--- config.mk ---
export PLATFORM = sky130hd
export DESIGN_NAME = aftab_pbsu_flat
export DESIGN_NICKNAME = d
export VERILOG_FILES = /design/src/rtl/aftab_pbsu_pkg.sv /design/src/rtl/aftab_pbsu_if.sv /design/src/rtl/aftab_pbsu_level.sv /design/src/rtl/aftab_pbsu.sv /design/src/flat_wrapper.sv
export SDC_FILE = /design/constraint.sdc
export NUM_CORES = 1
export LEC_CHECK = 0
export CAP_MARGIN = 30
export CORE_UTILIZATION = 35
export DETAILED_ROUTE_END_ITERATION = 10
export GPL_TIMING_DRIVEN = 0
export PLACE_DENSITY = 0.62
export SKIP_CTS_REPAIR_TIMING = 1
export SYNTH_ARGS = -nofsm -noshare
export SYNTH_HDL_FRONTEND = slang
export SYNTH_HIERARCHICAL = 1
export SYNTH_SLANG_ARGS = --single-unit
--- constraint.sdc ---
create_clock -name clk -period 11.6 [get_ports clk]
set_input_delay 2.32 -clock clk [delete_from_list [all_inputs] [get_ports clk]]
set_output_delay 2.32 -clock clk [all_outputs]
set_load 0.05 [all_outputs]
--- src/rtl/aftab_pbsu_pkg.sv ---
// Shared encodings and helpers for the AFTAB pipelined barrel shift unit.
// Holds the selShift mode codes and the mapping of log-shifter levels onto register ranks.
package aftab_pbsu_pkg;

    localparam logic [2:0] SEL_SLL = 3'b000;
    localparam logic [2:0] SEL_SRL = 3'b010;
    localparam logic [2:0] SEL_SRA = 3'b011;
    localparam logic [2:0] SEL_ROL = 3'b100;
    localparam logic [2:0] SEL_ROR = 3'b101;

    // Rank in which log-shifter level k is evaluated.
    function automatic int level_rank(input int k, input int stages, input int shamt_w);
        return (k * stages) / shamt_w;
    endfunction

endpackage

--- src/rtl/aftab_pbsu_if.sv ---
// Request/response bundle of the barrel shift unit.
// slave is the unit side, master is the issuing/consuming side.
interface aftab_pbsu_if #(
    parameter int SIZE    = 32,
    parameter int SHAMT_W = 5,
    parameter int TAG_W   = 5
);
    logic               inValid;
    logic               inReady;
    logic [SIZE-1:0]    dataIn;
    logic [SHAMT_W-1:0] shiftAmount;
    logic [2:0]         selShift;
    logic [TAG_W-1:0]   tagIn;
    logic               outValid;
    logic               outReady;
    logic [SIZE-1:0]    dataOut;
    logic [TAG_W-1:0]   tagOut;

    modport slave (
        input  inValid, dataIn, shiftAmount, selShift, tagIn, outReady,
        output inReady, outValid, dataOut, tagOut
    );

    modport master (
        output inValid, dataIn, shiftAmount, selShift, tagIn, outReady,
        input  inReady, outValid, dataOut, tagOut
    );
endinterface

--- src/rtl/aftab_pbsu_level.sv ---
// One level of the log shifter: moves data by 2^K in the direction given by mode when en is set.
// Reserved modes force a zero result regardless of en, so the zero survives every level.
module aftab_pbsu_level
    import aftab_pbsu_pkg::*;
#(
    parameter int SIZE = 32,
    parameter int K    = 0
) (
    input  logic [SIZE-1:0] data,
    input  logic            en,
    input  logic [2:0]      mode,
    output logic [SIZE-1:0] result
);
    localparam int DIST = 1 << K;

    always_comb begin
        result = data;
        case (mode)
            SEL_SLL: if (en) result = data << DIST;
            SEL_SRL: if (en) result = data >> DIST;
            // Earlier arithmetic levels keep the sign bit, so data's MSB is still the operand MSB.
            SEL_SRA: if (en) result = $signed(data) >>> DIST;
            SEL_ROL: if (en) result = (data << DIST) | (data >> (SIZE - DIST));
            SEL_ROR: if (en) result = (data >> DIST) | (data << (SIZE - DIST));
            default: result = '0;
        endcase
    end
endmodule

--- src/rtl/aftab_pbsu.sv ---
// Pipelined barrel shifter: SHAMT_W log-shifter levels spread over STAGES register ranks,
// with a single global advance so the whole pipe moves or holds as one (bubbles included).
module aftab_pbsu
    import aftab_pbsu_pkg::*;
#(
    parameter int SIZE    = 32,
    parameter int SHAMT_W = 5,
    parameter int STAGES  = 2,
    parameter int TAG_W   = 5
) (
    input  logic clk,
    input  logic rst,
    aftab_pbsu_if.slave bus
);
    logic [SIZE-1:0]    data_reg  [STAGES];
    logic [SHAMT_W-1:0] shamt_reg [STAGES];
    logic [2:0]         mode_reg  [STAGES];
    logic [TAG_W-1:0]   tag_reg   [STAGES];
    logic               valid_reg [STAGES];

    logic [SIZE-1:0]    rank_data_in  [STAGES];
    logic [SHAMT_W-1:0] rank_shamt_in [STAGES];
    logic [2:0]         rank_mode_in  [STAGES];
    logic [TAG_W-1:0]   rank_tag_in   [STAGES];
    logic               rank_valid_in [STAGES];
    logic [SIZE-1:0]    rank_result   [STAGES];
    logic [SIZE-1:0]    level_out     [SHAMT_W];
    logic               adv;

    assign adv          = ~valid_reg[STAGES-1] | bus.outReady;
    assign bus.inReady  = adv;
    assign bus.outValid = valid_reg[STAGES-1];
    assign bus.dataOut  = data_reg[STAGES-1];
    assign bus.tagOut   = tag_reg[STAGES-1];

    always_comb begin
        rank_data_in[0]  = bus.dataIn;
        rank_shamt_in[0] = bus.shiftAmount;
        rank_mode_in[0]  = bus.selShift;
        rank_tag_in[0]   = bus.tagIn;
        rank_valid_in[0] = bus.inValid;
        for (int r = 1; r < STAGES; r++) begin
            rank_data_in[r]  = data_reg[r-1];
            rank_shamt_in[r] = shamt_reg[r-1];
            rank_mode_in[r]  = mode_reg[r-1];
            rank_tag_in[r]   = tag_reg[r-1];
            rank_valid_in[r] = valid_reg[r-1];
        end
    end

    genvar gi;
    generate
        for (gi = 0; gi < SHAMT_W; gi++) begin : g_level
            localparam int RANK  = level_rank(gi, STAGES, SHAMT_W);
            localparam bit FIRST = (gi == 0) || (level_rank(gi - 1, STAGES, SHAMT_W) != RANK);
            localparam bit LAST  = (gi == SHAMT_W - 1) || (level_rank(gi + 1, STAGES, SHAMT_W) != RANK);
            logic [SIZE-1:0] lvl_in;

            // The first level of a rank reads that rank's registered input; later ones chain.
            if (FIRST) begin : g_first
                assign lvl_in = rank_data_in[RANK];
            end else begin : g_chain
                assign lvl_in = level_out[gi-1];
            end

            aftab_pbsu_level #(.SIZE(SIZE), .K(gi)) u_level (
                .data   (lvl_in),
                .en     (rank_shamt_in[RANK][gi]),
                .mode   (rank_mode_in[RANK]),
                .result (level_out[gi])
            );

            if (LAST) begin : g_last
                assign rank_result[RANK] = level_out[gi];
            end
        end

        for (gi = 0; gi < STAGES; gi++) begin : g_rank
            // Payload only loads with a valid op, so dataOut/tagOut hold across bubbles.
            always_ff @(posedge clk) begin
                if (!rst) begin
                    valid_reg[gi] <= 1'b0;
                    data_reg[gi]  <= '0;
                    shamt_reg[gi] <= '0;
                    mode_reg[gi]  <= '0;
                    tag_reg[gi]   <= '0;
                end else if (adv) begin
                    valid_reg[gi] <= rank_valid_in[gi];
                    if (rank_valid_in[gi]) begin
                        data_reg[gi]  <= rank_result[gi];
                        shamt_reg[gi] <= rank_shamt_in[gi];
                        mode_reg[gi]  <= rank_mode_in[gi];
                        tag_reg[gi]   <= rank_tag_in[gi];
                    end
                end
            end
        end
    endgenerate
endmodule
--- src/flat_wrapper.sv ---
// flat-port wrapper written by rule: the top's interface ports become plain ports
module aftab_pbsu_flat import aftab_pbsu_pkg::*;
#(
    parameter int SIZE    = 32,
    parameter int SHAMT_W = 5,
    parameter int STAGES  = 2,
    parameter int TAG_W   = 5
)
  (clk, rst, bus_inValid, bus_dataIn, bus_shiftAmount, bus_selShift, bus_tagIn, bus_outReady, bus_inReady, bus_outValid, bus_dataOut, bus_tagOut);
  aftab_pbsu_if #(.SIZE(SIZE), .SHAMT_W(SHAMT_W), .TAG_W(TAG_W)) bus_i ();
  input  logic clk;
  input  logic rst;
  input wire logic [$bits(bus_i.inValid)-1:0] bus_inValid;
  input wire logic [$bits(bus_i.dataIn)-1:0] bus_dataIn;
  input wire logic [$bits(bus_i.shiftAmount)-1:0] bus_shiftAmount;
  input wire logic [$bits(bus_i.selShift)-1:0] bus_selShift;
  input wire logic [$bits(bus_i.tagIn)-1:0] bus_tagIn;
  input wire logic [$bits(bus_i.outReady)-1:0] bus_outReady;
  output wire logic [$bits(bus_i.inReady)-1:0] bus_inReady;
  output wire logic [$bits(bus_i.outValid)-1:0] bus_outValid;
  output wire logic [$bits(bus_i.dataOut)-1:0] bus_dataOut;
  output wire logic [$bits(bus_i.tagOut)-1:0] bus_tagOut;
  assign bus_i.inValid = bus_inValid;
  assign bus_i.dataIn = bus_dataIn;
  assign bus_i.shiftAmount = bus_shiftAmount;
  assign bus_i.selShift = bus_selShift;
  assign bus_i.tagIn = bus_tagIn;
  assign bus_i.outReady = bus_outReady;
  assign bus_inReady = bus_i.inReady;
  assign bus_outValid = bus_i.outValid;
  assign bus_dataOut = bus_i.dataOut;
  assign bus_tagOut = bus_i.tagOut;
  aftab_pbsu #(.SIZE(SIZE), .SHAMT_W(SHAMT_W), .STAGES(STAGES), .TAG_W(TAG_W)) u_core (.clk(clk), .rst(rst), .bus(bus_i));
endmodule
==> results.md <==
* WS Path Type: in -> out
* CP peak stage delay at 0.70 ns
* Final core utilization at 0.421
* Seq/Total Area, Yosys at 0.239
* Yosys reg bits at 81
* Largest register FFs at 64
* CTS root buffer: clkbuf_16
* Wirelength per Cell at 22.0 um
* Filler cell count at 2,789
* Post-route antenna net violation count at 0
* Hold WC Path Type: reg -> reg
* Sw Ratio at 0.388
* Row count at 61
* # IOs at 88
* TritonCTS clock tree: done
* FF-to-FF End: u_core/data_reg[1][22]
* Combinational Power Share at 0.434
* Hold EP: u_core/valid_reg[1]
* Asr flop ratio synth at 0
* Worst Max-Slew Pin Slew at 0.857 ns
* Via count at 10,000
* P_sw at 0.000449 W
* Core area at 28,200 um2
* Worst VDD drop at 0.0666 mV
* Commonest cells after routing, fill and taps aside: 110 x o21bai_1, 100 x o22ai_1, 97 x a21oi_1
* Clk_skew at 0.0123 ns
* Die X at 172 um
* Fraction of layout cells with a size suffix above 1 at 0.253
* Largest net degree at the start of global routing at 32
* Hold Path Depth at 1
* CTS Sinks at 81
* Synth-to-layout area growth at 16.9%
* CTS Buf Count at 9
* Period Utilization, post-route at 0.568
* Syn nets at 1,192
* Overall routing resource usage at 0.239
* Max-cap violations at 0
* Top_reg_cell synth: edfxtp_1
* Number of global-route vias before repair at 9,353
* Setup slack, reg-to-reg at 8.68 ns
* Tmin final at 6.59 ns
* # port buffers at 87
* # DRC at 0
* Post-Syn Area per Cell at 8.86 um2
* Synth warn at 6
* Leakage at 4.02 nW
* CP Capture Type: output port
* Drt first pass iters at 5
* Antenna violations before repair at 0
* RD Place Congestion at 0.994
* Worst-skew pair later-pin latency at 0.34 ns
* Setup TNS at 0 ns
* DP HPWL at 27,400 um
* Cell Chain, Critical Path: clkdlybuf4s50_1 > nor2b_4 > buf_2 > buf_4 > inv_1 > clkdlybuf4s50_1
* First-pass GRT wire length at 54,700 um
* CP Launch Type: input port
* Reg2reg path depth at 10
* Setup violators final at 0
* Share of Yosys cell area claimed by the top area cell type at 0.237
* Outcome: finished, final reports clean
* Critical Path AT at 4.27 ns
* Max_slew headroom at 0.429
* RSZ-0062 raised after global routing: false
* Hold Startpoint: u_core/valid_reg[0]
* Max Transition Viols Final at 0
* DRT iter0 DRCs at 1,082
* N_diodes at 0
* Clock Tree Buf Depth at 2
* Starting Density at 0.360
* Gr ovfl total at 0
* Synth cell types at 70
* Pwr dens at 97.7 nW/um2
* Die Height at 172 um
* Int Power at 0.000708 W
* Dominant cells by area after synthesis: edfxtp_1 24%, nor3b_2 8.5%, o21bai_1 8.2%
* R2R Path Start: u_core/mode_reg[0][1]
* CP max-delay cell: clkdlybuf4s50_1
* Max FO, Critical Path at 10
* Synth Cell Area at 10,100 um2
* Cells after Synth at 1,143
* Post-synth top area cell: edfxtp_1
* CP required at 9.28 ns
* F_max at 152 MHz
* CP most frequent cell: clkdlybuf4s50_1
* CTS H-tree lvls at 3
* Final hold violations at 0
* Commonest non-fill, non-tap cell in the layout: o21bai_1
* Via-to-Cell Ratio at 6.15
* Final WL at 35,800 um
* Post-synth EDFFs at 80
* Clock transition at path regs at 0.07 ns
* Nets@finish at 1,292
* Clock power frac at 0.256
* Die area at 29,600 um2
* Sequential power share at 0.310
layout make-up:
cell class | count | area (um2) | share of cell area
plain buffers | 136 | 886 | 0.0748
clock inverters | 7 | 85.1 | 0.00718
inverters | 64 | 240 | 0.0203
well taps | 378 | 473 | 0.0399
multi-input cells | 862 | 6610 | 0.558
repair buffers | 89 | 911 | 0.0769
clock buffers | 9 | 225 | 0.0190
flip-flops and latches | 81 | 2420 | 0.204
critical path: cells and delay by family:
| kind | cells | cell delay (ns) |
|---|---|---|
| simple gates | 1 | 0.16 |
| buf+inv | 5 | 1.79 |
Yosys cell counts, types with 3 or more instances:
cell type	number
o221a_2	9
a221oi_2	10
o221ai_1	5
a211oi_2	51
o211a_1	10
a31oi_1	5
and4bb_2	7
o22ai_1	100
inv_1	62
o21bai_1	110
nor2b_1	39
and3_1	5
buf_4	24
nand2_4	4
clkbuf_1	30
a2bb2oi_1	10
clkbuf_2	3
nor3_1	7
a221oi_1	19
o221ai_2	11
o21a_1	4
a21oi_1	97
buf_2	48
nor3b_2	69
edfxtp_1	80
a211oi_1	4
mux2i_1	27
o21ai_1	71
buf_6	28
nand2_1	12
o21ai_0	48
nand2b_1	24
a21oi_2	11
or2_1	3
nor2_1	38
nor3b_1	12
power by group through the flow:
stage	Combinational, W	Sequential [W]	Clock [W]
floorplan	0.000316	0.000394	0
global placement	0.000484	0.000368	0
detailed placement	0.000491	0.000365	0
CTS	0.000493	0.000359	0.000303
global route	0.000532	0.000361	0.000314
finish	0.000503	0.000359	0.000296
how the worst max path moves through the flow:
stage	startpoint	to	slack (ns)	cells after the start
2_1_floorplan	bus_outReady	u_core/data_reg[0][0]	5.43	4
3_3_place_gp	bus_outReady	u_core/data_reg[0][20]	3.61	5
3_5_place_dp	bus_outReady	bus_inReady	5.00	6
4_1_cts	bus_outReady	bus_inReady	4.99	6
5_1_grt	bus_outReady	bus_inReady	4.94	6
6_report	bus_outReady	bus_inReady	5.01	6
per-stage QoR:
stage	instance area, um2	cells	total power, W	worst slack [ns]	hold slack (ns)
finish	11800	1626	0.00116	5.01	0.588
global route	11800	1626	0.00121	4.94	0.626
CTS	11800	1626	0.00115	4.99	0.595
detailed placement	11500	1610	0.000856	5.00	0.569
global placement	11500	1608	0.000852	3.61	0.570
floorplan	10100	1143	0.000710	5.43	0.544
layer usage:
layer,global-route usage,vias to the layer above,share of wire
met4,0.0858,0,0.033
met5,0,-,0
met1,0.297,4886,0.41
met2,0.424,451,0.50
met3,0.0240,63,0.055
li1,-,4604,-
cell families after synthesis:
family                 synth area share
AOI/OAI and AO/OA                 0.429
and+or+nand+nor                   0.192
buffers and inverters             0.111
DFF                               0.239
muxes                            0.0289
(Power assumes the default switching activity.)
==> variant: new RTL, config.mk and constraints unchanged <==
Remove the case item `SEL_SRA` of the case on `mode`.
--- a/src/rtl/aftab_pbsu_level.sv
+++ b/src/rtl/aftab_pbsu_level.sv
@@ -20,5 +20,4 @@
             SEL_SRL: if (en) result = data >> DIST;
             // Earlier arithmetic levels keep the sign bit, so data's MSB is still the operand MSB.
-            SEL_SRA: if (en) result = $signed(data) >>> DIST;
             SEL_ROL: if (en) result = (data << DIST) | (data >> (SIZE - DIST));
             SEL_ROR: if (en) result = (data >> DIST) | (data << (SIZE - DIST));
Formal check against the unedited RTL: not equivalent (a bounded check fails within 4 cycles, from zero or initial values).
==> variant against the original RTL <==
Sequential cell count unchanged. Non-clock buffer count up 36. Final cell count up 2.2%. Wire length up 14%. Core utilization down 0.87 points. Worst setup slack worse by 0.045 ns. Final area up 13%. Power up 0.81%. Synthesized area up 14%. Clock skew down 0.0034 ns. Sequential share of layout area down 2.4 points.
==> variant: results (changes against the original RTL) <==
* Total Wirelength at 40.8 mm (+14%)
* Largest cells by area after synthesis: edfxtp_1, a221o_1, nor3b_2
* Clock skew at 0.00894 ns (-0.00336 ns)
* Worst reg2reg path endpoint: u_core/data_reg[1][25]
* Avg Vias per Cell at 6.74 (+9.5%)
* Distinct cells, synth at 59 (-16%)
* VDD IR-drop max at 0.0710 mV (+6.7%)
* First-pass GRT wire length at 63.1 mm (+15%)
* Fraction of layout cells with a size suffix above 1 at 0.264 (+0.0109)
* Total GRT Usage at 0.236 (-0.00252)
* Pleak at 4.94 nW (+23%)
* Number of global-route vias before repair at 10600 (+13%)
* Synth cell count leaders: a221o_1, a22o_1, nor4bb_1
* Nets at 1263 (-2.2%)
* GP Congestion at 0.954 (-4.0%)
* HPWL Detailed at 30.5 mm (+11%)
* Post-Syn Nets at 1163 (-2.4%)
* Run status: finished, final reports clean
* Worst Tran Pin Value at 0.783 ns (-0.0739 ns)
* Critical Path AT at 4.32 ns (+0.05 ns)
* Fmax at 151 MHz (-0.68%)
* Place WS at 4.95 ns (-0.0514 ns)
* DR iter-0 viols at 1206 (+11%)
* Clock slew at reported path FFs at 0.06 ns
* Seq/Total Area, Yosys at 0.209 (-0.0303)
* Hold WS at 0.585 ns (-0.00372 ns)
* Reg2Reg Depth at 8 (-2)
* Slack of the worst reg-to-reg path at 8.44 ns (-0.24 ns)
[variant: cell types whose count changed in the layout (fill, tap and decap cells not counted), moves of 33 or more]
cell	change
o21ai_1	-71
o21bai_1	-110
a211oi_2	-41
a22o_1	+97
o21ai_0	-37
a221o_1	+185
nor4bb_1	+84
a21oi_1	-93
inv_1	-58
o22ai_1	-95
a21bo_2	+77
a21bo_1	+33
[variant: area by class of cell]
type | count | area (µm²)
Fill cell | 3196 | 19100
Inverter | 4 | 15.0
Tap cell | 442 | 553
Clock inverter | 7 | 83.8
Buffer | 172 | 1050
Sequential cell | 81 | 2420
Timing Repair Buffer | 89 | 918
Multi-Input combinational cell | 857 | 8130
Clock buffer | 9 | 225
[variant: power breakdown]
group	total (mW)	leakage (nW)	internal, mW	switching, mW
Clock	0.294	0.149	0.171	0.123
Combinational	0.511	3.91	0.219	0.292
Sequential	0.361	0.877	0.343	0.0187
[variant: kinds of logic (layout without fill, tap and decap cells)]
family / Yosys count / after routing / share of synthesized area
DFF: 81 / 81 / 0.209
and+or+nand+nor: 327 / 327 / 0.264
muxes: 36 / 36 / 0.0314
AOI/OAI and AO/OA: 494 / 494 / 0.403
buffers and inverters: 176 / 281 / 0.0921
[variant: worst max path at each step]
stage                 startpoint                      to
finish              bus_outReady             bus_inReady
global route        bus_outReady             bus_inReady
CTS                 bus_outReady             bus_inReady
detailed placement  bus_outReady             bus_inReady
global placement    bus_outReady  u_core/data_reg[0][11]
floorplan           bus_outReady   u_core/data_reg[0][0]
[variant: per-stage QoR]
stage	cell area [µm²]	std cells	power [mW]
floorplan	11600	1114	0.715
global placement	13000	1643	0.862
detailed placement	13100	1645	0.866
CTS	13400	1661	1.16
global route	13400	1661	1.21
finish	13400	1661	1.17
[variant: metal layers]
metal,global-route usage,part of all wire,wire (µm)
met1,0.301,0.42,17300
met2,0.403,0.49,19900
met3,0.0206,0.049,2010
met4,0.107,0.040,1640
met5,0,0,0
[variant: worst max-delay path: cells and delay by family]
kind	cells	cell delay (ns)
AND/OR/NAND/NOR	1	0.18
buffers and inverters	5	1.83
